--- src/rtl/axis_packer_n_if.sv ---
// Stream bundle for axis_packer_n: narrow s_axis input beats and wide m_axis output words.
// master = packer side (drives s_axis_tready and m_axis_*), slave = environment side.
interface axis_packer_n_if #(
  parameter int DATA_WIDTH = 8,
  parameter int MAX_PACK   = 4
);
  logic [DATA_WIDTH-1:0]          s_axis_tdata;
  logic                           s_axis_tvalid;
  logic                           s_axis_tready;
  logic                           s_axis_tlast;
  logic [DATA_WIDTH*MAX_PACK-1:0] m_axis_tdata;
  logic [MAX_PACK-1:0]            m_axis_tkeep;
  logic                           m_axis_tvalid;
  logic                           m_axis_tready;
  logic                           m_axis_tlast;

  modport master (
    input  s_axis_tdata, s_axis_tvalid, s_axis_tlast, m_axis_tready,
    output s_axis_tready, m_axis_tdata, m_axis_tkeep, m_axis_tvalid, m_axis_tlast
  );

  modport slave (
    output s_axis_tdata, s_axis_tvalid, s_axis_tlast, m_axis_tready,
    input  s_axis_tready, m_axis_tdata, m_axis_tkeep, m_axis_tvalid, m_axis_tlast
  );
endinterface

--- src/rtl/axis_packer_n.sv ---
// AXI-Stream width packer: gathers k narrow beats per output word, flushing partial words on tlast.
// Define PACK_MSB_FIRST_EN to place the first beat in the most significant lane.
module axis_packer_n #(
  parameter int DATA_WIDTH = 8,
  parameter int MAX_PACK   = 4,
  parameter int K_WIDTH    = 4
) (
  input  logic               clk,
  input  logic               reset_n,
  input  logic [K_WIDTH-1:0] k,
  output logic               k_err,
  axis_packer_n_if.master    bus
);

`ifdef PACK_MSB_FIRST_EN
  localparam bit MSB_FIRST = 1'b1;
`else
  localparam bit MSB_FIRST = 1'b0;
`endif

  localparam logic [K_WIDTH-1:0] K_ONE = K_WIDTH'(1);
  localparam logic [K_WIDTH-1:0] K_MAX = K_WIDTH'(MAX_PACK);

  typedef enum logic {IDLE, ACCUM} state_t;

  state_t                         state, state_next;
  logic [K_WIDTH-1:0]             k_q, cnt, k_clamped, k_eff;
  logic                           k_illegal, s_ready, accept, complete;
  logic [DATA_WIDTH-1:0]          acc [MAX_PACK];
  logic [DATA_WIDTH*MAX_PACK-1:0] word_next, out_data;
  logic [MAX_PACK-1:0]            keep_next, out_keep;
  logic                           out_valid, out_last;

  function automatic int beat_of_lane(input int lane);
    return MSB_FIRST ? (MAX_PACK - 1 - lane) : lane;
  endfunction

  always_ff @(posedge clk or negedge reset_n) begin
    if (!reset_n) state <= IDLE;
    else          state <= state_next;
  end

  always_comb begin
    state_next = state;
    if (accept) state_next = bus.s_axis_tlast ? IDLE : ACCUM;
  end

  // Pack factor is taken live from the port only on a packet's first beat.
  always_comb begin
    k_illegal = (k == '0) || (k > K_MAX);
    k_clamped = k_illegal ? K_MAX : k;
    k_eff     = (state == IDLE) ? k_clamped : k_q;
    accept    = bus.s_axis_tvalid && s_ready;
    complete  = accept && (((cnt + K_ONE) == k_eff) || bus.s_axis_tlast);
    word_next = '0;
    keep_next = '0;
    for (int j = 0; j < MAX_PACK; j++) begin
      word_next[j*DATA_WIDTH +: DATA_WIDTH] =
        (K_WIDTH'(beat_of_lane(j)) == cnt) ? bus.s_axis_tdata : acc[j];
      keep_next[j] = (K_WIDTH'(beat_of_lane(j)) <= cnt);
    end
  end

  assign s_ready            = !out_valid || bus.m_axis_tready;
  assign bus.s_axis_tready  = s_ready;
  assign bus.m_axis_tdata   = out_data;
  assign bus.m_axis_tkeep   = out_keep;
  assign bus.m_axis_tvalid  = out_valid;
  assign bus.m_axis_tlast   = out_last;

  // Accumulator lanes are cleared after every emitted word so unused lanes read back as zero.
  always_ff @(posedge clk or negedge reset_n) begin
    if (!reset_n) begin
      k_q       <= '0;
      cnt       <= '0;
      k_err     <= 1'b0;
      out_data  <= '0;
      out_keep  <= '0;
      out_valid <= 1'b0;
      out_last  <= 1'b0;
      for (int j = 0; j < MAX_PACK; j++) acc[j] <= '0;
    end else begin
      k_err <= accept && (state == IDLE) && k_illegal;
      if (accept && (state == IDLE)) k_q <= k_clamped;
      if (complete) begin
        cnt       <= '0;
        out_data  <= word_next;
        out_keep  <= keep_next;
        out_last  <= bus.s_axis_tlast;
        out_valid <= 1'b1;
        for (int j = 0; j < MAX_PACK; j++) acc[j] <= '0;
      end else begin
        if (accept) begin
          cnt <= cnt + K_ONE;
          for (int j = 0; j < MAX_PACK; j++) begin
            if (K_WIDTH'(beat_of_lane(j)) == cnt) acc[j] <= bus.s_axis_tdata;
          end
        end
        if (bus.m_axis_tready) out_valid <= 1'b0;
      end
    end
  end

endmodule

--- src/flat_wrapper.sv ---
// flat-port wrapper written by rule: the top's interface ports become plain ports
module axis_packer_n_flat 
#(
  parameter int DATA_WIDTH = 8,
  parameter int MAX_PACK   = 4,
  parameter int K_WIDTH    = 4
)
  (clk, reset_n, k, k_err, bus_s_axis_tdata, bus_s_axis_tvalid, bus_s_axis_tlast, bus_m_axis_tready, bus_s_axis_tready, bus_m_axis_tdata, bus_m_axis_tkeep, bus_m_axis_tvalid, bus_m_axis_tlast);
  axis_packer_n_if #(.DATA_WIDTH(DATA_WIDTH), .MAX_PACK(MAX_PACK)) bus_i ();
  input  logic clk;
  input  logic reset_n;
  input  logic [K_WIDTH-1:0] k;
  output logic k_err;
  input wire logic [$bits(bus_i.s_axis_tdata)-1:0] bus_s_axis_tdata;
  input wire logic [$bits(bus_i.s_axis_tvalid)-1:0] bus_s_axis_tvalid;
  input wire logic [$bits(bus_i.s_axis_tlast)-1:0] bus_s_axis_tlast;
  input wire logic [$bits(bus_i.m_axis_tready)-1:0] bus_m_axis_tready;
  output wire logic [$bits(bus_i.s_axis_tready)-1:0] bus_s_axis_tready;
  output wire logic [$bits(bus_i.m_axis_tdata)-1:0] bus_m_axis_tdata;
  output wire logic [$bits(bus_i.m_axis_tkeep)-1:0] bus_m_axis_tkeep;
  output wire logic [$bits(bus_i.m_axis_tvalid)-1:0] bus_m_axis_tvalid;
  output wire logic [$bits(bus_i.m_axis_tlast)-1:0] bus_m_axis_tlast;
  assign bus_i.s_axis_tdata = bus_s_axis_tdata;
  assign bus_i.s_axis_tvalid = bus_s_axis_tvalid;
  assign bus_i.s_axis_tlast = bus_s_axis_tlast;
  assign bus_i.m_axis_tready = bus_m_axis_tready;
  assign bus_s_axis_tready = bus_i.s_axis_tready;
  assign bus_m_axis_tdata = bus_i.m_axis_tdata;
  assign bus_m_axis_tkeep = bus_i.m_axis_tkeep;
  assign bus_m_axis_tvalid = bus_i.m_axis_tvalid;
  assign bus_m_axis_tlast = bus_i.m_axis_tlast;
  axis_packer_n #(.DATA_WIDTH(DATA_WIDTH), .MAX_PACK(MAX_PACK), .K_WIDTH(K_WIDTH)) u_core (.clk(clk), .reset_n(reset_n), .k(k), .k_err(k_err), .bus(bus_i));
endmodule
--- config.mk ---
export PLATFORM = sky130hd
export DESIGN_NAME = axis_packer_n_flat
export DESIGN_NICKNAME = d
export VERILOG_FILES = /design/src/rtl/axis_packer_n_if.sv /design/src/rtl/axis_packer_n.sv /design/src/flat_wrapper.sv
export SDC_FILE = /design/constraint.sdc
export NUM_CORES = 1
export LEC_CHECK = 0
export ABC_AREA = 1
export CAP_MARGIN = 20
export CORE_ASPECT_RATIO = 1.75
export CORE_MARGIN = 8
export CORE_UTILIZATION = 30
export CTS_CLUSTER_DIAMETER = 120
export DETAILED_ROUTE_END_ITERATION = 8
export GPL_ROUTABILITY_DRIVEN = 0
export PLACE_DENSITY = 0.51
export SYNTH_ARGS = -nofsm -noshare
export SYNTH_HDL_FRONTEND = slang
export SYNTH_SLANG_ARGS = --single-unit
--- constraint.sdc ---
create_clock -name clk -period 2.4 [get_ports clk]
set_input_delay 0.72 -clock clk [delete_from_list [all_inputs] [get_ports clk]]
set_output_delay 0.72 -clock clk [all_outputs]
set_load 0.01 [all_outputs]
After elaboration in Yosys (flattened, before gate mapping):

Index checks and enable logic that the tools add are counted.

* word-level logic and storage cells: 48
* bits in registers: 80
* input bits: 17
* output and inout bits: 40

* eq/ne operators: 4
* reduce and logical (&&, ||, !) cells: 12
* bitwise operators: 1
* $add $sub $neg: 1
* magnitude comparators: 5
* muxes and demuxes: 13

Operators by type and width (number)
* $mux W32: 2
* $mux W8: 4
* $mux W4: 4
* $eq A2 B4 Y1 const A: 2
* $le A1 B4 Y1 const A: 2
* $le A2 B4 Y1 const A: 2
* $logic_not A4 Y1: 2
* $add A4 B1 Y4 const B: 1
* $eq A1 B4 Y1 const A: 1
* $eq A4 B4 Y1: 1
* $gt A4 B3 Y1 const B: 1
* $logic_and A1 B1 Y1: 4
* $reduce_bool A2 Y1: 2
* $logic_or A1 B1 Y1: 3
* $mux W1: 3
* $logic_not A1 Y1: 1
* $not A1 Y1: 1

Depth between registers and ports, before layout:

* word-level depth: 8
* gate-level depth with buffers: 15
* mapped depth without buffers: 13

Worst setup path before layout:

OpenSTA, ideal clock, no wires.

* path type: in2reg
* from: input port k[1]
* to: register u_core.out_last, in the netlist u_core.bus.m_axis_tlast
* data required time: 2.283 ns
* setup slack: 0.472 ns
* setup time: 0.117 ns
* arrival time: 1.811 ns
* cell stages on the path: 14
* buffers on the path: 2
* cells stage by stage: nor2_1 nand2_1 nand3_1 nor2_1 nand2_1 nand3_1 nand2_1 nand3_2 nand2_4 nand2_2 buf_6 buf_6 nand2_1 nand2_1

* longest elaborated chain between the ends: 7
* elaborated cells on any way between the ends: 8
* classes of those cells: order compare: 1; eq/ne: 1; mux: 2; reduce/logical: 4

RTL lines
* start, declared: line flat_wrapper.sv:12 `input logic [K_WIDTH-1:0] k;`
* $gt A4 B3 Y1 or $logic_not A4 Y1 (tied branches): line axis_packer_n.sv:50 `k_illegal = (k == '0) || (k > K_MAX);`
* $logic_or A1 B1 Y1: line axis_packer_n.sv:50
* $mux W4 *: line axis_packer_n.sv:51 `k_clamped = k_illegal ? K_MAX : k;`
* $mux W4 *: line axis_packer_n.sv:52 `k_eff = (state == IDLE) ? k_clamped : k_q;`
* $eq A4 B4 Y1 *: line axis_packer_n.sv:54 `complete = accept && (((cnt + K_ONE) == k_eff) || bus.s_axis_tlast);`
* $logic_or A1 B1 Y1 *: line axis_packer_n.sv:54
* $logic_and A1 B1 Y1 *: line axis_packer_n.sv:54
* end signal, assigned: line axis_packer_n.sv:89 `out_last <= bus.s_axis_tlast;`
* end, declared: line axis_packer_n.sv:32 `logic out_valid, out_last;`

Every way passes the cells marked *; elsewhere a longest branch is shown, timed or not.
A chain may end at the register's enable or synchronous reset.

Worst setup path after layout:

* from: input port bus_m_axis_tready
* to: output port bus_s_axis_tready

* longest elaborated chain between the ends: 1

RTL lines
* start, declared: line flat_wrapper.sv:17 `input wire logic [$bits(bus_i.m_axis_tready)-1:0] bus_m_axis_tready;`
* $logic_or A1 B1 Y1: line axis_packer_n.sv:64 `assign s_ready = !out_valid || bus.m_axis_tready;`
* end, declared: line flat_wrapper.sv:18 `output wire logic [$bits(bus_i.s_axis_tready)-1:0] bus_s_axis_tready;`

No other way between the ends.

==> impl_metrics.env <==
export IMPL_p_sw_mw=2.05
export IMPL_tritoncts="yes"
export IMPL_period_share=0.939
export IMPL_end_kind="output port"
export IMPL_final_area_sq_um=4980
export IMPL_clock_latency_ns=0.33
export IMPL_antenna_left=0
export IMPL_initial_core_util=0.308
export IMPL_skew_ns=0.00366
export IMPL_dpl_hpwl_um=7100
export IMPL_p_sw_frac=0.358
export IMPL_p_clk_frac=0.235
export IMPL_synth_top_area_cell="dfrtp_1"
export IMPL_io_pins=57
export IMPL_fmax_ghz=0.444
export IMPL_die_x_um=101
export IMPL_groute_usage_overall=0.128
export IMPL_tightest_slew_ns=0.542
export IMPL_crit_arrival_ns=1.53
export IMPL_drc=0
export IMPL_die_area_sq_um=16800
export IMPL_reg2regPathDepth=12
export IMPL_syn_area_per_cell_sq_um=8.05
export IMPL_yosysMostFrequentCell="nand2_1"
export IMPL_vias=3228
export IMPL_peakVddDrop_mv=0.532
export IMPL_wirelength_um=9860
export IMPL_setup_violations=0
export IMPL_cts_buffers=9
export IMPL_antenna_cells=0
export IMPL_post_cts_buffers=0
export IMPL_ys_seq_elements=80
export IMPL_synth_ff_type="dfrtp_1"
export IMPL_crit_required_ns=1.68
export IMPL_synthCells=475
export IMPL_relSlewSlack=0.637
export IMPL_regArea_sq_um=2000
export IMPL_h_tree_depth=3
export IMPL_grt_pass1_vias=3317
export IMPL_netlist_area_sq_um=3820
export IMPL_ys_top_cells_by_count="nand2_1, dfrtp_1, inv_1, nand3_1, o21ai_0"
export IMPL_nFillCells=1310
export IMPL_die_height_um=165
export IMPL_drt_iter0_markers=171
export IMPL_cts_clk_slew_worst_paths_ns=0.06
export IMPL_leakage_nw=2.62
export IMPL_outcome="complete, no violations"
export IMPL_syn2layout_area_growth_pct=30.2
export IMPL_yosysSeqAreaShare=0.523
export IMPL_drive_gt1_frac=0.0810
export IMPL_root_buffer="clkbuf_16"
export IMPL_firstDrtPassIters=5
export IMPL_worstSetupPathType="in -> out"
export IMPL_rsz0062_at_grt="true"
export IMPL_reg2reg_to="u_core.bus.m_axis_tdata[13]$_DFFE_PN0P_"
export IMPL_dp_cells=696
export IMPL_fin_crit_ns=2.25
export IMPL_numClockSinks=80
export IMPL_layout_cells_non_filler=711
export IMPL_finalMaxSlewViolations=0
export IMPL_cts_buffer_depth=2
export IMPL_power_density_nw_per_um2=1150
export IMPL_hold_violations=0
export IMPL_num_rows=54
export IMPL_p_int_mw=3.69
export IMPL_ys_types=22
export IMPL_place_area_sq_um=4660
export IMPL_synth_edf_count=0
export IMPL_holdWs_ns=0.297
export IMPL_p_seq_frac=0.356
export IMPL_synth_area_leaders="dfrtp_1, nand2_1, o21a_1, nand3_1, inv_1"
export IMPL_avgRoutedWirePerCell_um=13.9
export IMPL_routed_via_density=4.54
export IMPL_antenna_found_initial=0
export IMPL_netlist_area_leader_share=0.523
export IMPL_yosysWarnings=0
export IMPL_finalNetCount=560
export IMPL_grt_max_degree=39
export IMPL_min_path_type="in -> async"
export IMPL_finalPower_mw=5.74
export IMPL_async_flop_share=1.00
export IMPL_p_comb_frac=0.408
export IMPL_crit_fanout=2
export IMPL_syn_nets=496
export IMPL_max_cap_violations=0
export IMPL_multi_input_comb_area_sq_um=1490
export IMPL_portBuffers=56
export IMPL_rrSetupSlack_ns=0.49
export IMPL_core_area_sq_um=12400
export IMPL_grt_pass1_wl_um=16800
export IMPL_r2r_start="u_core.cnt[0]$_DFFE_PN0P_"
export IMPL_critPathLaunchType="input port"
export IMPL_grt_overflow_total=0
through the flow:
step	setup slack (ns)	setup TNS, ns	util
floorplan	0.472	0	-
global placement	-0.132	-7.63	0.375
detailed placement	-0.212	-13.39	0.375
CTS	0.133	0	0.398
global route	-0.0139	-0.0215	0.401
finish	0.145	0	0.401
state kept, by name (all words and copies together), names as in the netlist, 4 cells and up:
signal and cells:
u_core.acc 32, u_core.bus.m_axis_tdata 32, u_core.bus.m_axis_tkeep 4, u_core.cnt 4, u_core.k_q 4
critical path, stage by stage:
cell and delay, ns:
clkdlybuf4s50_1 0.45, inv_1 0.03, nand2_1 0.06, dlygate4sd2_1 0.27
logic make-up (layout without fill, tap and decap cells):
kind of cell               Yosys count  after routing  share of synthesized area
muxes                                1              1                    0.00262
buffers and inverters               84            152                     0.0903
xor gates and xnor gates             2              2                    0.00458
adders and majority gates            4              4                     0.0131
and+or+nand+nor                    229            229                      0.245
AOI/OAI and AO/OA                   75             75                      0.121
DFF                                 80             80                      0.523
cells in the final DEF (no fill, tap or decap), drive strengths merged:
master,count
o211ai,1
buf,21
o21ai,38
nand2,172
dlygate4sd2,1
clkbuf,11
nand4,2
mux2i,1
clkdlybuf4s50,53
xor2,2
dfrtp,80
dlymetal6s2s,1
o21a,33
a21oi,2
o22ai,1
nor2,8
bufinv,1
inv,61
ha,4
nand3,47
clkinv,3
power groups by stage:
| stage | combinational (mW) | clock [mW] | sequential, mW |
|---|---|---|---|
| 2_1_floorplan | 1.27 | 0 | 2.15 |
| 3_3_place_gp | 2.34 | 0 | 2.06 |
| 3_5_place_dp | 2.37 | 0 | 2.07 |
| 4_1_cts | 2.38 | 1.38 | 2.05 |
| 5_1_grt | 2.66 | 1.44 | 2.11 |
| 6_report | 2.34 | 1.35 | 2.05 |
layer usage:
layer,global-route usage,vias up,share of wire
li1,-,1616,-
met3,0.0306,15,0.050
met1,0.145,1524,0.43
met5,0,-,0
met4,0.0627,0,0.028
met2,0.220,73,0.49
timing repair:
item                                   CTS  global route
hold buffers                             0             0
endpoints found under the hold margin    0             0
setup endpoints to repair                1            72
gates resized for setup                  1            10
final cells by class:
cell class	count	area share
well taps	168	0.0422
clock inverters	4	0.00904
flip-flops and latches	80	0.402
multi-input cells	311	0.299
repair buffers	76	0.153
clock buffers	11	0.0487
inverters	61	0.0460
worst max path at each step:
stage | from | to | slack (ns) | depth (start not counted)
4_1_cts | bus_m_axis_tready | bus_s_axis_tready | 0.13 | 4
3_5_place_dp | k[0] | u_core.bus.m_axis_tdata[1]$_DFFE_PN0P_ | -0.21 | 15
6_report | bus_m_axis_tready | bus_s_axis_tready | 0.15 | 4
2_1_floorplan | k[1] | u_core.bus.m_axis_tlast$_DFFE_PN0P_ | 0.47 | 14
3_3_place_gp | bus_m_axis_tready | bus_s_axis_tready | -0.13 | 4
5_1_grt | k[0] | u_core.bus.m_axis_tdata[7]$_DFFE_PN0P_ | -0.01 | 15
Power figures use the tool's default switching activity.
